[src/rtl/clk_freq_monitor.sv]
// Counts rising edges of an asynchronous monitored clock over a fixed window of system clocks
// and flags out-of-range or lost clocks. Optional sticky error via `CLK_MON_STICKY_ERR_EN.
module clk_freq_monitor #(
  parameter int WINDOW     = 1000,
  parameter int CNT_W      = 16,
  parameter int EXP_MIN    = 245,
  parameter int EXP_MAX    = 255,
  parameter int LOST_LIMIT = 64
) (
  input  logic             clk,
  input  logic             RST,
  input  logic             mon_clk,
`ifdef CLK_MON_STICKY_ERR_EN
  input  logic             err_clr,
  output logic             err_sticky,
`endif
  output logic [CNT_W-1:0] freq_count,
  output logic             meas_valid,
  output logic             freq_ok,
  output logic             clk_lost
);

  localparam int WIN_W  = (WINDOW > 1) ? $clog2(WINDOW) : 1;
  localparam int IDLE_W = $clog2(LOST_LIMIT + 1);

  localparam logic [0:0] ST_WARMUP = 1'b0;
  localparam logic [0:0] ST_RUN    = 1'b1;

  localparam logic [CNT_W-1:0]  CNT_MAX   = {CNT_W{1'b1}};
  localparam logic [CNT_W-1:0]  EXP_MIN_C = CNT_W'(EXP_MIN);
  localparam logic [CNT_W-1:0]  EXP_MAX_C = CNT_W'(EXP_MAX);
  localparam logic [WIN_W-1:0]  WIN_LAST  = WIN_W'(WINDOW - 1);
  localparam logic [IDLE_W-1:0] IDLE_LIM  = IDLE_W'(LOST_LIMIT);

  logic              s1, s2, s3;
  logic              rise;
  logic [0:0]        state;
  logic [WIN_W-1:0]  win_cnt;
  logic [CNT_W-1:0]  edge_cnt;
  logic [CNT_W-1:0]  captured;
  logic [IDLE_W-1:0] idle_cnt;
  logic              win_end;
  logic              in_range;

  assign rise    = s2 & ~s3;
  assign win_end = (win_cnt == WIN_LAST);

  // An edge landing on the closing cycle belongs to the closing window.
  always_comb begin
    captured = edge_cnt;
    if (rise && (edge_cnt != CNT_MAX)) begin
      captured = edge_cnt + CNT_W'(1);
    end else begin
      captured = edge_cnt;
    end
    in_range = (captured >= EXP_MIN_C) && (captured <= EXP_MAX_C);
  end

  always_ff @(posedge clk) begin
    if (RST) begin
      s1 <= 1'b0;
      s2 <= 1'b0;
      s3 <= 1'b0;
    end else begin
      s1 <= mon_clk;
      s2 <= s1;
      s3 <= s2;
    end
  end

  always_ff @(posedge clk) begin
    if (RST) begin
      win_cnt  <= '0;
      edge_cnt <= '0;
    end else if (win_end) begin
      win_cnt  <= '0;
      edge_cnt <= '0;
    end else begin
      win_cnt  <= win_cnt + WIN_W'(1);
      edge_cnt <= captured;
    end
  end

  // The warm-up window is discarded: the synchronizer and counters start mid-period.
  always_ff @(posedge clk) begin
    if (RST) begin
      state      <= ST_WARMUP;
      freq_count <= '0;
      freq_ok    <= 1'b0;
      meas_valid <= 1'b0;
    end else begin
      meas_valid <= 1'b0;
      case (state)
        ST_WARMUP: begin
          if (win_end) begin
            state <= ST_RUN;
          end
        end
        ST_RUN: begin
          if (win_end) begin
            freq_count <= captured;
            freq_ok    <= in_range;
            meas_valid <= 1'b1;
          end
        end
        default: state <= ST_WARMUP;
      endcase
    end
  end

  always_ff @(posedge clk) begin
    if (RST) begin
      idle_cnt <= '0;
      clk_lost <= 1'b0;
    end else begin
      if (rise) begin
        idle_cnt <= '0;
      end else if (idle_cnt != IDLE_LIM) begin
        idle_cnt <= idle_cnt + IDLE_W'(1);
      end
      clk_lost <= (idle_cnt == IDLE_LIM);
    end
  end

`ifdef CLK_MON_STICKY_ERR_EN
  // A new error outranks a simultaneous clear so no failure is ever lost.
  always_ff @(posedge clk) begin
    if (RST) begin
      err_sticky <= 1'b0;
    end else if ((meas_valid && !freq_ok) || clk_lost) begin
      err_sticky <= 1'b1;
    end else if (err_clr) begin
      err_sticky <= 1'b0;
    end
  end
`endif

endmodule

[config.mk]
export PLATFORM = sky130hd
export DESIGN_NAME = clk_freq_monitor
export DESIGN_NICKNAME = d
export VERILOG_FILES = /design/src/rtl/clk_freq_monitor.sv
export SDC_FILE = /design/constraint.sdc
export NUM_CORES = 1
export LEC_CHECK = 0
export BUFFER_PORTS_ARGS = -buffer_cell sky130_fd_sc_hd__buf_4
export CORE_MARGIN = 8
export CORE_UTILIZATION = 40
export CTS_CLUSTER_SIZE = 10
export DETAILED_ROUTE_END_ITERATION = 16
export GPL_TIMING_DRIVEN = 1
export PLACE_DENSITY_LB_ADDON = 0.1
export SYNTH_ARGS = -nofsm -noshare
export SYNTH_HDL_FRONTEND = slang
export SYNTH_SLANG_ARGS = --single-unit
[constraint.sdc]
create_clock -name clk -period 2.1 [get_ports clk]
set_clock_uncertainty 0.2 [all_clocks]
set_input_delay 0 -clock clk [delete_from_list [all_inputs] [get_ports clk]]
set_output_delay 0 -clock clk [all_outputs]
set_load 0.02 [all_outputs]
Word-level counts from Yosys, hierarchy flattened
Cells that the tools add are included.
Storage, ports and cells
  flip-flop bits (word level): 56
  input port bits: 3
Operators by class
  add/subtract/negate cells: 3
  $lt $le $gt $ge: 2
  equality and inequality tests: 4
  muxes and demuxes: 3
  bitwise logic cells: 3
  reductions and logical operators: 6
Operators with widths (number)
  $add A16 B1 Y16 const B: 1
  $ge A16 B8 Y1 const B: 1
  $le A16 B8 Y1 const B: 1
  $mux W16: 1
  $ne A16 B16 Y1 const B: 1
  $add A10 B1 Y10 const B: 1
  $eq A10 B10 Y1 const B: 1
  $add A7 B1 Y7 const B: 1
  $eq A7 B7 Y1 const B: 1
  $ne A7 B7 Y1 const B: 1
  $reduce_or A2 Y1: 3
  $logic_and A1 B1 Y1: 2
  $mux W1: 2
  $not A1 Y1: 2
  $reduce_and A2 Y1: 1
  $and A1 B1 Y1: 1

Depth between registers and ports, before layout
Gate-level depths: netlist (run 1).
  word-level depth: 6
  gate-level depth with buffers: 8
  gate-level depth less buffers: 8

Worst setup path after synthesis (run 1)
OpenSTA, ideal clock, no wires.
  path kind: reg-to-reg
  start point: register edge_cnt[0]
  end point: register freq_ok
  setup time: 0.114 ns
  arrival: 1.745 ns
  data required time: 1.786 ns
  path slack: 0.041 ns
  stages on the path, launching flop included: 9
  path buffers: 0
  cells stage by stage: dfxtp_1 -> ha_1 -> nand3_2 -> nor3_2 -> a21oi_1 -> xor2_1 -> and4_1 -> and4b_1 -> a21o_1
Between the ends
  longest elaborated chain between the ends: 5
  elaborated cells between the ends (all ways): 7
  those cells by class: add/sub (1); order compare (2); eq/ne (1); mux (1); reduce/logical (2)
Ends and longest elaborated chain
  from (decl): RTL line 39  | logic [CNT_W-1:0] edge_cnt;
  from (signal assigned): RTL line 80  | edge_cnt <= captured;
  branches (longest 2 deep; another with $add A16 B1 Y16)
  $mux W16 (*): RTL line 51  | if (rise && (edge_cnt != CNT_MAX)) begin
  $ge A16 B8 Y1 or $le A16 B8 Y1 (tied branches): RTL line 56  | in_range = (captured >= EXP_MIN_C) && (captured <= EXP_MAX_C);
  $logic_and A1 B1 Y1 (*): RTL line 56
  to (signal assigned): RTL line 102  | freq_ok <= in_range;
  to (decl): RTL line 19  | output logic freq_ok,
Every way passes the cells marked *.
A chain may end at the register's enable or synchronous reset.

Worst setup path after layout (run 1)
  start point: register edge_cnt[13]
  end point: register freq_ok
Same word-level chain as after synthesis.

==> results of run 1 <==
-- how the worst min path moves through the flow --
| stage | endpoint | slack [ns] | from |
|---|---|---|---|
| 2_1_floorplan | meas_valid$_SDFF_PP0_ | -0.12 | RST |
| 3_3_place_gp | s1$_SDFF_PP0_ | 0.01 | mon_clk |
| 3_5_place_dp | s1$_SDFF_PP0_ | 0.05 | mon_clk |
| 4_1_cts | s2$_SDFF_PP0_ | 0.26 | s1$_SDFF_PP0_ |
| 5_1_grt | s2$_SDFF_PP0_ | 0.27 | s1$_SDFF_PP0_ |
| 6_report | s2$_SDFF_PP0_ | 0.27 | s1$_SDFF_PP0_ |
-- worst max-delay path, cell delays in order, from the launching register on --
cell,delay [ns]
dfxtp_1,0.42
nand3_1,0.19
nor3_4,0.29
a211o_2,0.19
xor2_1,0.25
nor4bb_2,0.09
and4b_1,0.19
a21o_1,0.17
-- final cells by class --
class,count,area (µm²)
tap,75,93.8
multi-input combinational,195,1290
inverter,7,26.3
sequential,56,1130
clock buffer,5,68.8
timing repair buffer,56,440
fill,553,2810
-- power breakdown --
part	switching [mW]	internal [mW]
sequential	0.0105	1.08
combinational	0.0436	0.0358
clock	0.320	0.216
total	0.374	1.33
-- layer usage --
layer,track usage,vias up
li1,-,1014
met5,0,-
met4,0.0443,0
met2,0.191,47
met1,0.172,874
met3,0.0385,13
-- synth_stat cells --
cell / number / area share
nor4_2: 1 / 0.0053
and2_1: 3 / 0.0079
a31oi_4: 1 / 0.0089
mux2i_1: 3 / 0.013
nor3_2: 3 / 0.013
and3_1: 6 / 0.016
inv_1: 7 / 0.011
nor3b_1: 1 / 0.0032
nor4bb_1: 1 / 0.0042
ha_1: 4 / 0.021
o32ai_1: 1 / 0.0037
nand4_2: 1 / 0.0053
buf_2: 3 / 0.0063
dfxtp_1: 56 / 0.47
o21bai_1: 1 / 0.0032
a211oi_1: 10 / 0.032
a21o_1: 1 / 0.0032
a21oi_1: 10 / 0.021
nor2b_1: 5 / 0.013
a31oi_1: 1 / 0.0026
nand2_1: 11 / 0.017
nor3_1: 3 / 0.0063
nand4_1: 10 / 0.026
xor2_1: 13 / 0.048
a21boi_2: 1 / 0.0047
nand2b_1: 4 / 0.011
nand4b_2: 1 / 0.0063
nand3_2: 1 / 0.0042
nor2_1: 61 / 0.096
a211o_2: 1 / 0.0042
nor4_1: 1 / 0.0026
nand3b_1: 1 / 0.0032
xnor2_1: 11 / 0.040
and4b_1: 1 / 0.0042
nand3_1: 14 / 0.029
clkbuf_1: 6 / 0.0095
nor2_4: 1 / 0.0047
and4_1: 2 / 0.0074
nor4b_1: 1 / 0.0037
o21ai_0: 4 / 0.0084
-- flip-flops by register name (all words and copies together), names as in the netlist --
register / count
s1: 1
state: 1
idle_cnt: 7
freq_ok: 1
win_cnt: 10
freq_count: 16
meas_valid: 1
clk_lost: 1
s3: 1
edge_cnt: 16
s2: 1
-- repair_timing --
item | in CTS | in global routing
hold buffers | 3 | 0
endpoints found under the setup margin | 1 | 8
pin swaps | 1 | 7
hold endpoints to repair | 27 | 0
resized for setup | 4 | 18
setup buffers | 0 | 2
-- logic make-up after synthesis --
logic type      after synthesis
compound gates               31
xor+xnor                     24
fa+ha+maj                     4
buf+inv                      16
flops                        56
mux                           3
simple gates                133
-- metrics by stage --
step,hold slack (ns),TNS (ns)
global route,0.271,-0.00735
detailed placement,0.0498,0
global placement,0.0112,0
CTS,0.265,0
finish,0.265,0
floorplan,-0.120,0
==> results_dict.tcl, run 1 <==
set metrics [dict create \
    crit_start "edge_cnt[13]$_SDFF_PP0_" \
    final_cell_mix "nor2_1, buf_4, dfxtp_1" \
    antenna_found_initial 0 \
    die_x_um 93.2 \
    worstPathArrival_ns 2.09 \
    drive_above_1_share 0.260 \
    final-setup-viol-count 0 \
    fmax_ghz 0.481 \
    grt_use_total 0.128 \
    place_ws_ns 0.00509 \
    dr_wl_met3_um 282 \
    grt_pass1_vias 1900 \
    yosysWarnings 0 \
    core_region_area_um2 5850 \
    cts_buffers 5 \
    power.density_nw_per_um2 559 \
    wl_met2_mm 2.30 \
    worstHoldPathCells 1 \
    relSlewSlack 0.767 \
    status "completed" \
    die_h_um 93.2 \
    areaGrowthSynthToFinish_pct 27.8 \
    grt_max_degree 31 \
    hp-class "reg2reg" \
    syn_avg_cell_area_um2 8.92 \
    final_area_um2 3040 \
    hold_violations 0 \
    wirelength_mm 5.41 \
    reg2reg_slack_ns 0.02 \
    highest_layer "met4" \
    final_cells 394 \
    io_pins 22 \
    synth_top_family_by_area "simple AND/OR/NAND/NOR gates" \
    cap_violations 0 \
    ir_drop_uv 323 \
    cts_tree "built" \
    fin_crit_ns 2.08 \
    hpwl_mm 3.84 \
    place_area_um2 2830 \
    synth_compound_area_frac 0.0914 \
    synth-xor-area-share 0.0882 \
    worst_slew_pin_slew_ns 0.346 \
    p_leak_nw 1.23 \
    syn-num-nets 274 \
    worstPathMaxFanout 5 \
    yosysUniqueCellTypes 40 \
    fin_util 0.520 \
    first_pass_iters 4 \
    cp-end-kind "register" \
    reg2regPathDepth 7 \
    critPathKind "reg2reg" \
    drtAntennaViolNets 0 \
    drc 0 \
    yosysSeqAreaShare 0.471 \
    min_period_over_period 0.991 \
    synthSimpleGateAreaFrac 0.289 \
    ctsHtreeMaxLevel 2 \
    critPathCapture "freq_ok$_SDFFE_PP0P_" \
    timing.rr.start "edge_cnt[13]$_SDFF_PP0_" \
    report.final.slew_viol_count 0 \
    r2r-end "freq_ok$_SDFFE_PP0P_" \
    synth_adder_area_share 0.0210 \
    layout_commonest_cell "nor2_1" \
    post_drt_wl_per_cell_um 13.7 \
    vias 1948 \
    power_mw 1.70 \
    cts-root-buf "clkbuf_8" \
    initial_core_util 0.407 \
    clk_pin_slew_ns 0.09 \
    row_count 28 \
    setup_ws_ns 0.0195 \
    gp_congestion 0.914 \
    cp.required_ns 2.11 \
    die_area_um2 8680 \
    viasPerCell 4.94 \
    grt_pass1_wl_mm 9.11 \
    cts.sinks 56 \
    fin_nets 328 \
    synth_mux_area_frac 0.0126 \
    drtIter0Drc 100 \
    diodes 0 \
    cts_max_path_buffers 2 \
    synth_cells 267 \
    cp-start-kind "register" \
    placed_cells 384 \
    wl_met1_mm 2.71 \
    clock_latency_ns 0.31 \
    overflow 0 \
    ys_ff_latch 56 \
    portBuffers 21 \
    syn_area_um2 2380 \
]
No activity file was read; power rests on OpenSTA's default activity.
==> run 2: changes to the inputs <==
CORE_UTILIZATION = 50   (was 40)
CTS_BUF_LIST = sky130_fd_sc_hd__clkbuf_8   (was default)
CTS_CLUSTER_SIZE = 14   (was 10)
==> results_dict.tcl, run 2 (synthesis results as in run 1) <==
set metrics [dict create \
    cp.required_ns 2.17 \
    place_area_um2 2790 \
    viasPerCell 5.28 \
    cts-root-buf "clkbuf_8" \
    final-setup-viol-count 0 \
    drtAntennaViolNets 0 \
    timing.rr.start "edge_cnt[9]$_SDFF_PP0_" \
    wirelength_mm 5.02 \
    crit_family "simple AND/OR/NAND/NOR gates" \
    report.final.slew_viol_count 0 \
    worstPathArrival_ns 2.15 \
    clock_latency_ns 0.31 \
    status "completed" \
    cts_max_path_buffers 2 \
    fin_util 0.642 \
    setup_tns_ns 0 \
    fin_nets 325 \
    fmax_ghz 0.480 \
    initial_core_util 0.511 \
    portBuffers 21 \
    placed_cells 361 \
    fin_crit_ns 2.08 \
    grt_pass1_wl_mm 8.76 \
    final_cells 372 \
    min_period_over_period 0.992 \
    worst_slew_pin_slew_ns 0.373 \
    top_regs "edge_cnt: 16 flops, freq_count: 16 flops, win_cnt: 10 flops" \
    hp-class "reg2reg" \
    diodes 0 \
    antenna_found_initial 0 \
    ctsHtreeMaxLevel 2 \
    areaGrowthSynthToFinish_pct 25.6 \
    hold_violations 0 \
    min-delay-start "s1$_SDFF_PP0_" \
    hpwl_mm 3.63 \
    gp_congestion 0.919 \
    first_pass_iters 4 \
    vias 1963 \
    cp_cell_sequence "and4_2 -> nand4_2 -> nand3_1 -> o21ai_0 -> nor4bb_2 -> and4b_1 -> a21o_1" \
    power.density_nw_per_um2 573 \
    critPathKind "reg2reg" \
    cp-end-kind "register" \
    fin_hold_ws_ns 0.245 \
    rsz0062_at_grt "true" \
    grt_max_degree 31 \
    die_area_um2 7230 \
    layout_commonest_cell "nor2_1" \
    cap_violations 0 \
    io_pins 22 \
    cp-start-kind "register" \
    core_region_area_um2 4660 \
    p_leak_nw 1.23 \
    relSlewSlack 0.749 \
    worstPathBufferInverterCount 0 \
    cp_slowest_cell "dfxtp_1" \
    die_x_um 85.0 \
    overflow 0 \
    final_area_um2 2990 \
    row_count 25 \
    final_cell_mix "nor2_1, dfxtp_1, buf_4" \
    grt_pass1_vias 1901 \
    cts.sinks 56 \
    post_drt_wl_per_cell_um 13.5 \
    cpPeakStageDelay_ns 0.43 \
    cts_buffers 5 \
    grt_use_total 0.146 \
    cts_tree "built" \
    die_h_um 85.0 \
    ir_drop_uv 345 \
    worstPathMaxFanout 5 \
    drtIter0Drc 114 \
    crit_start "edge_cnt[9]$_SDFF_PP0_" \
    clk_pin_slew_ns 0.09 \
    drive_above_1_share 0.252 \
    drc 0 \
]
-- run 2: path summary, 6_finish.rpt --
kind	to	slack [ns]	cells past startpoint
setup / recovery	freq_ok$_SDFFE_PP0P_	0.02	7
hold / removal	s2$_SDFF_PP0_	0.24	1
setup reg to reg	freq_ok$_SDFFE_PP0P_	0.02	7
hold reg to reg	s2$_SDFF_PP0_	0.24	1
-- run 2: area by class of cell --
type                    instances  area [µm²]
clock buffers                   5        68.8
clock inverters                 2        8.76
fillers                       381        1670
inverters                       7        26.3
multi-input cells             195        1280
flip-flops and latches         56        1130
well taps                      54        67.6
repair buffers                 53         418
-- run 2: per-stage QoR --
step | power [mW] | setup WS [ns]
2_1_floorplan | 1.16 | 0.0414
3_3_place_gp | 1.18 | 0.0226
3_5_place_dp | 1.18 | -0.0402
4_1_cts | 1.73 | 0.00136
5_1_grt | 1.79 | -0.0530
6_report | 1.71 | 0.0160
-- run 2: report_power, final --
group / total (mW) / internal, mW / switching, mW / leakage, nW
Sequential: 1.09 / 1.07 / 0.0114 / 0.455
Clock: 0.552 / 0.223 / 0.329 / 0.0452
Combinational: 0.0759 / 0.0345 / 0.0414 / 0.726
-- run 2: what timing repair did --
action / CTS / global route
setup buffers: 0 / 1
resized for setup: 5 / 15
setup endpoints to repair: 1 / 8
hold buffers: 3 / 0
pin swaps: 1 / 5
hold endpoints to repair: 27 / 0
-- run 2: routing by layer --
| layer | track usage | part of all wire |
|---|---|---|
| met3 | 0.0502 | 0.062 |
| met1 | 0.191 | 0.50 |
| met4 | 0.0566 | 0.019 |
| met5 | 0 | 0 |
| met2 | 0.215 | 0.42 |
